===== config.mk =====
export PLATFORM = sky130hd
export DESIGN_NAME = prime_tick_tester_flat
export DESIGN_NICKNAME = d
export VERILOG_FILES = /design/src/rtl/prime_tick_tester_if.sv /design/src/rtl/prime_tick_tester.sv /design/src/flat_wrapper.sv
export SDC_FILE = /design/constraint.sdc
export NUM_CORES = 1
export LEC_CHECK = 0
export BUFFER_PORTS_ARGS = -buffer_cell sky130_fd_sc_hd__buf_2
export CAP_MARGIN = 20
export CORE_MARGIN = 2
export CORE_UTILIZATION = 30
export CTS_CLUSTER_SIZE = 40
export DETAILED_ROUTE_END_ITERATION = 6
export PLACE_DENSITY = 0.56
export SLEW_MARGIN = 10
export SYNTH_ARGS = -nofsm -noshare
export SYNTH_HDL_FRONTEND = slang
export SYNTH_SLANG_ARGS = --single-unit

===== constraint.sdc =====
create_clock -name clk -period 6.4 [get_ports clk]
set_input_delay 0 -clock clk [delete_from_list [all_inputs] [get_ports clk]]
set_output_delay 0 -clock clk [all_outputs]
set_load 0.03 [all_outputs]

===== src/rtl/prime_tick_tester_if.sv =====
// ---------------------------------------------------------------------------
// prime_tick_tester_if
//
// Purpose : Bundles the tick handshake and the result bus of the
//           prime_tick_tester block.
//
// Signals :
//   tick          advance request coming from the upstream tick divider
//   count_en      high while the tester is idle; feeds the divider's count
//   candidate     number under test, or the last number tested
//   is_prime      primality result for candidate, held between results
//   result_valid  one-cycle strobe marking a freshly posted result
//   busy          high while a test is in progress (CHECK, SUB, DONE)
//   overrun       sticky flag: a tick arrived while the tester was busy
//
// Modports:
//   master  upstream/consumer side (drives tick, observes the results)
//   slave   tester side (samples tick, drives the results)
// ---------------------------------------------------------------------------
interface prime_tick_tester_if #(
  parameter int WIDTH = 8
);

  logic             tick;
  logic             count_en;
  logic [WIDTH-1:0] candidate;
  logic             is_prime;
  logic             result_valid;
  logic             busy;
  logic             overrun;

  modport master (
    output tick,
    input  count_en,
    input  candidate,
    input  is_prime,
    input  result_valid,
    input  busy,
    input  overrun
  );

  modport slave (
    input  tick,
    output count_en,
    output candidate,
    output is_prime,
    output result_valid,
    output busy,
    output overrun
  );

endinterface : prime_tick_tester_if


===== src/rtl/prime_tick_tester.sv =====
// ---------------------------------------------------------------------------
// prime_tick_tester
//
// Purpose : Each tick received while idle advances the candidate number by
//           one (wrapping at 2^WIDTH) and tests it for primality by trial
//           division, where each division is done by repeated subtraction,
//           one subtraction or compare per clock. count_en is low while a
//           test is running so the upstream divider pauses its ticks.
//
// Ports   :
//   clk     in   rising-edge clock
//   reset   in   synchronous, active-high reset
//   bus     slave modport of prime_tick_tester_if
//             tick in; count_en, candidate, is_prime, result_valid,
//             busy, overrun out
//
// Parameters:
//   WIDTH   candidate width in bits (default 8)
// ---------------------------------------------------------------------------
module prime_tick_tester #(
  parameter int WIDTH = 8
) (
  input  logic                  clk,
  input  logic                  reset,
  prime_tick_tester_if.slave    bus
);

  typedef enum logic [1:0] {
    ST_IDLE  = 2'd0,
    ST_CHECK = 2'd1,
    ST_SUB   = 2'd2,
    ST_DONE  = 2'd3
  } state_e;

  localparam logic [WIDTH-1:0]   ZERO_W  = {WIDTH{1'b0}};
  localparam logic [WIDTH-1:0]   ONE_W   = WIDTH'(1);
  localparam logic [WIDTH-1:0]   TWO_W   = WIDTH'(2);
  localparam logic [WIDTH-1:0]   THREE_W = WIDTH'(3);
  localparam logic [2*WIDTH-1:0] ONE_2W  = (2*WIDTH)'(1);

  state_e           state_q,     state_d;
  logic [WIDTH-1:0] candidate_q, candidate_d;
  logic             is_prime_q,  is_prime_d;
  logic [WIDTH-1:0] div_q,       div_d;
  logic [WIDTH-1:0] rem_q,       rem_d;
  logic             overrun_q,   overrun_d;

  // (d+1)^2 in double width so the square can never overflow; the divisor
  // stays small (about sqrt(2^WIDTH)+1), so a truncated product is exact.
  logic [2*WIDTH-1:0] div_inc_wide_s;
  logic [2*WIDTH-1:0] div_inc_sq_s;
  logic [2*WIDTH-1:0] candidate_wide_s;

  assign div_inc_wide_s   = {ZERO_W, div_q} + ONE_2W;
  assign div_inc_sq_s     = div_inc_wide_s * div_inc_wide_s;
  assign candidate_wide_s = {ZERO_W, candidate_q};

  // Next-state and datapath decode for the test sequencer.
  always_comb begin
    state_d     = state_q;
    candidate_d = candidate_q;
    is_prime_d  = is_prime_q;
    div_d       = div_q;
    rem_d       = rem_q;

    // Any tick outside IDLE is dropped and flagged until reset.
    if (bus.tick && (state_q != ST_IDLE)) begin
      overrun_d = 1'b1;
    end else begin
      overrun_d = overrun_q;
    end

    case (state_q)
      ST_IDLE: begin
        if (bus.tick) begin
          candidate_d = candidate_q + ONE_W;
          state_d     = ST_CHECK;
        end else begin
          state_d     = ST_IDLE;
        end
      end

      ST_CHECK: begin
        if (candidate_q < TWO_W) begin
          is_prime_d = 1'b0;
          state_d    = ST_DONE;
        end else if ((candidate_q == TWO_W) || (candidate_q == THREE_W)) begin
          is_prime_d = 1'b1;
          state_d    = ST_DONE;
        end else begin
          div_d      = TWO_W;
          rem_d      = candidate_q;
          state_d    = ST_SUB;
        end
      end

      ST_SUB: begin
        if (rem_q >= div_q) begin
          rem_d = rem_q - div_q;
        end else if (rem_q == ZERO_W) begin
          // Divisor found: candidate is composite.
          is_prime_d = 1'b0;
          state_d    = ST_DONE;
        end else if (div_inc_sq_s > candidate_wide_s) begin
          // Every divisor up to sqrt(candidate) left a remainder.
          is_prime_d = 1'b1;
          state_d    = ST_DONE;
        end else begin
          div_d = div_q + ONE_W;
          rem_d = candidate_q;
        end
      end

      ST_DONE: begin
        state_d = ST_IDLE;
      end

      default: begin
        state_d = ST_IDLE;
      end
    endcase
  end

  // State and datapath registers with synchronous reset; reset also wins
  // over a tick sampled on the same edge and aborts any running test.
  always_ff @(posedge clk) begin
    if (reset) begin
      state_q     <= ST_IDLE;
      candidate_q <= ZERO_W;
      is_prime_q  <= 1'b0;
      div_q       <= ZERO_W;
      rem_q       <= ZERO_W;
      overrun_q   <= 1'b0;
    end else begin
      state_q     <= state_d;
      candidate_q <= candidate_d;
      is_prime_q  <= is_prime_d;
      div_q       <= div_d;
      rem_q       <= rem_d;
      overrun_q   <= overrun_d;
    end
  end

  // Outputs are either registers or pure decodes of the state register.
  assign bus.count_en     = (state_q == ST_IDLE);
  assign bus.busy         = (state_q != ST_IDLE);
  assign bus.result_valid = (state_q == ST_DONE);
  assign bus.candidate    = candidate_q;
  assign bus.is_prime     = is_prime_q;
  assign bus.overrun      = overrun_q;

endmodule : prime_tick_tester


===== src/flat_wrapper.sv =====
// flat-port wrapper written by rule: the top's interface ports become plain ports
module prime_tick_tester_flat 
#(
  parameter int WIDTH = 8
)
  (clk, reset, bus_tick, bus_count_en, bus_candidate, bus_is_prime, bus_result_valid, bus_busy, bus_overrun);
  prime_tick_tester_if #(.WIDTH(WIDTH)) bus_i ();
  input  logic clk;
  input  logic reset;
  input wire logic [$bits(bus_i.tick)-1:0] bus_tick;
  output wire logic [$bits(bus_i.count_en)-1:0] bus_count_en;
  output wire logic [$bits(bus_i.candidate)-1:0] bus_candidate;
  output wire logic [$bits(bus_i.is_prime)-1:0] bus_is_prime;
  output wire logic [$bits(bus_i.result_valid)-1:0] bus_result_valid;
  output wire logic [$bits(bus_i.busy)-1:0] bus_busy;
  output wire logic [$bits(bus_i.overrun)-1:0] bus_overrun;
  assign bus_i.tick = bus_tick;
  assign bus_count_en = bus_i.count_en;
  assign bus_candidate = bus_i.candidate;
  assign bus_is_prime = bus_i.is_prime;
  assign bus_result_valid = bus_i.result_valid;
  assign bus_busy = bus_i.busy;
  assign bus_overrun = bus_i.overrun;
  prime_tick_tester #(.WIDTH(WIDTH)) u_core (.clk(clk), .reset(reset), .bus(bus_i));
endmodule

==> results.json <==
{
  "timing.critical_path.required_ns": 6.61,
  "chipHeight_microns": 122,
  "stdcell_count": 736,
  "synthToLayoutAreaGrowth_pct": 17.0,
  "max-slew-margin-rel": 0.544,
  "rows": 42,
  "synth-edff-count": 0,
  "period_needed_ns": 6.03,
  "synth_sequential_area_ratio": 0.135,
  "num_io_pins": 16,
  "worst_ep_arrival_time_ns": 6.24,
  "max_slew.worst_pin.slew_ns": 0.679,
  "drt-initial-drc-count": 160,
  "largest_net_degree_at_the_start_of_global_routing": 23,
  "viasPerCell": 4.97,
  "antenna_left": 0,
  "drt_pass1_iterations": 4,
  "timing.setup.critical_path_class": "reg -> reg",
  "status": "complete, no violations",
  "unrepaired_setup_endpoints_after_global_routing": "no",
  "cts-htree-levels": 1,
  "nNetsFinal": 651,
  "initial_core_util": 0.310,
  "synth_largest_area_cell": "fa_1",
  "synth_top_flop_cell": "dfxtp_1",
  "critPathCaptureType": "flip-flop",
  "dpl.cell_count": 725,
  "yosysWarnings": 0,
  "hold_path.class": "in -> reg",
  "fp.coreArea_sq_um": 13300,
  "hold_ws_ns": 0.166,
  "die_width_microns": 122,
  "cp_max_fo": 6,
  "grt_remaining_overflow": 0,
  "syn-instance-count": 520,
  "finalCritPeriodShare": 0.942,
  "port_buffers": 15,
  "finalMaxSlewViolations": 0,
  "synth.lib_cells_used.distinct": 67,
  "cts.clk_slew.worst_paths_ns": 0.07,
  "postSynthRegisterBits": 28,
  "dp.final_hpwl_microns": 8790,
  "drt-wirelength-per-cell_microns": 14.3,
  "drv_cap": 0,
  "drcViolationCount": 0,
  "routed-via-count": 3659,
  "cts_root_buffer": "clkbuf_16",
  "clock_insertion_delay_worst_skew_ns": 0.27,
  "achievable-frequency_ghz": 0.166,
  "synth.cell_area_sq_um": 4140,
  "critical_path.startpoint_type": "flip-flop",
  "avgSynthCellArea_sq_um": 7.97,
  "final_replace_weighted_congestion": 0.868,
  "ir_drop_v": 0.000140,
  "grt_pass1_vias": 3613,
  "totalPowerFinal_w": 0.00101,
  "tritoncts_clock_tree": "built",
  "floorplan.die_area_sq_um": 14800,
  "timing.final.hold_violations": 0,
  "layout-drive-gt1-share": 0.145,
  "track_usage": 0.146,
  "cells_taking_the_most_area_after_synthesis": "fa_1 (17%), ha_1 (16%), dfxtp_1 (14%)",
  "wire_length_of_the_first_global_routing_pass_microns": 17600,
  "timing.clock.skew_ns": 0.00239,
  "placed_area_sq_um": 4570,
  "grt_antenna_before_repair": 0,
  "routed_wl_microns": 10500,
  "async_flop_share": 0,
  "cts-buffers-inserted": 3,
  "post-route-util": 0.363,
  "num_antenna_cells": 0,
  "power.density_nw_per_um2": 209,
  "total_leakage_power_nw": 2.15,
  "clkSinkCount": 28,
  "final_cell_area_sq_um": 4850,
  "max-clock-path-buffers": 2,
  "setup_violations": 0,
  "netlist.area_leader.share": 0.169
}
## power by group
group / switching [W] / internal, W
logic: 0.000348 / 0.000227
clock network: 0.0000654 / 0.000125
registers: 0.0000382 / 0.000208
total: 0.000452 / 0.000560
## worst paths after layout
kind              slack [ns]                 from  cells past startpoint                   to
setup / recovery        0.37      u_core.div_q[5]                     22      u_core.div_q[1]
hold / removal          0.17                reset                      2    u_core.state_q[1]
setup reg to reg        0.37      u_core.div_q[5]                     22      u_core.div_q[1]
hold reg to reg         0.48  u_core.bus.is_prime                      2  u_core.bus.is_prime
## stage by stage
step	setup TNS (ns)	setup WS, ns
after global routing	0	0.00328
after CTS	0	0.00275
after global placement	-0.172	-0.0976
after floorplan	0	0.148
after detailed placement	-1.92	-0.206
final	0	0.374
## Yosys cell counts, drive strengths merged, types with 4 or more instances
cell and instances:
o21ai 21, nand2b 8, o211ai 5, o22ai 4, a21oi 35, clkbuf 6
nand4 5, nor3 10, nand3 17, fa 35, buf 5, nor2 59
inv 92, ha 52, mux2i 6, a211oi 11, and2 7, nand2 31
dfxtp 28, xor2 5, o21a 5, xnor2 21
## sequential cells by signal, summed over array words and instances (netlist names)
| register | flops |
|---|---|
| u_core.state_q | 2 |
| u_core.rem_q | 8 |
| u_core.bus.is_prime | 1 |
| u_core.bus.overrun | 1 |
| u_core.div_q | 8 |
| u_core.bus.candidate | 8 |
## worst max-delay path, stage by stage, from the launching register on
cell	delay, ns
dfxtp_1	0.31
and4_2	0.26
and3_1	0.24
xnor2_2	0.27
nor2_1	0.11
ha_1	0.33
xnor2_1	0.19
fa_1	0.54
inv_1	0.05
fa_1	0.53
inv_1	0.06
fa_1	0.53
inv_1	0.04
ha_1	0.34
nand3_1	0.10
o22ai_1	0.10
or4_1	0.48
o211a_2	0.17
a2111o_1	0.43
nor4b_4	0.35
buf_4	0.20
and2_1	0.17
o311a_1	0.15
## metal layers
layer | global-route usage | wire length [microns] | vias to the layer above
met5 | 0 | 0 | -
met4 | 0.0216 | 72 | 0
met3 | 0.00983 | 226 | 7
met2 | 0.259 | 5240 | 50
met1 | 0.199 | 5020 | 1772
li1 | - | - | 1830
## cell type report
cell class / instances / area (sq um)
clock buffers: 3 / 75.1
well taps: 176 / 220
multi-input cells: 391 / 3310
flip-flops and latches: 28 / 566
clock inverters: 1 / 30.0
fillers: 1411 / 8500
inverters: 93 / 349
repair buffers: 44 / 295
## cell usage in the layout, fill, tap and decap left out, drive strengths merged, types with 10 or more instances in the layout
master and n:
inv 92, a21oi 35, nor3 10, dfxtp 28
buf 43, fa 35, o21ai 21, a211oi 11
nor2 59, xnor2 21, nand3 17, nand2 31
ha 52
## cell families (layout without fill, tap and decap cells)
logic type               after synthesis  count (layout)  synth area share
buffers and inverters                104             141            0.0957
adder cells (fa/ha/maj)               87              87             0.326
XOR/XNOR                              26              26            0.0568
multiplexers                           6               6            0.0145
flip-flops                            28              28             0.135
other                                  1               4          0.000905
AO/OA/AOI/OAI                        109             109             0.179
AND/OR/NAND/NOR                      159             159             0.192
## what timing repair did
action                     4_1_cts  5_1_grt
buffers inserted                 2        4
setup endpoints to repair       18       19
gates resized for setup          5       18
hold buffers                     1        0
pin swaps                        3       11
hold endpoints to repair         1        0
No activity file was read; power rests on OpenSTA's default activity.
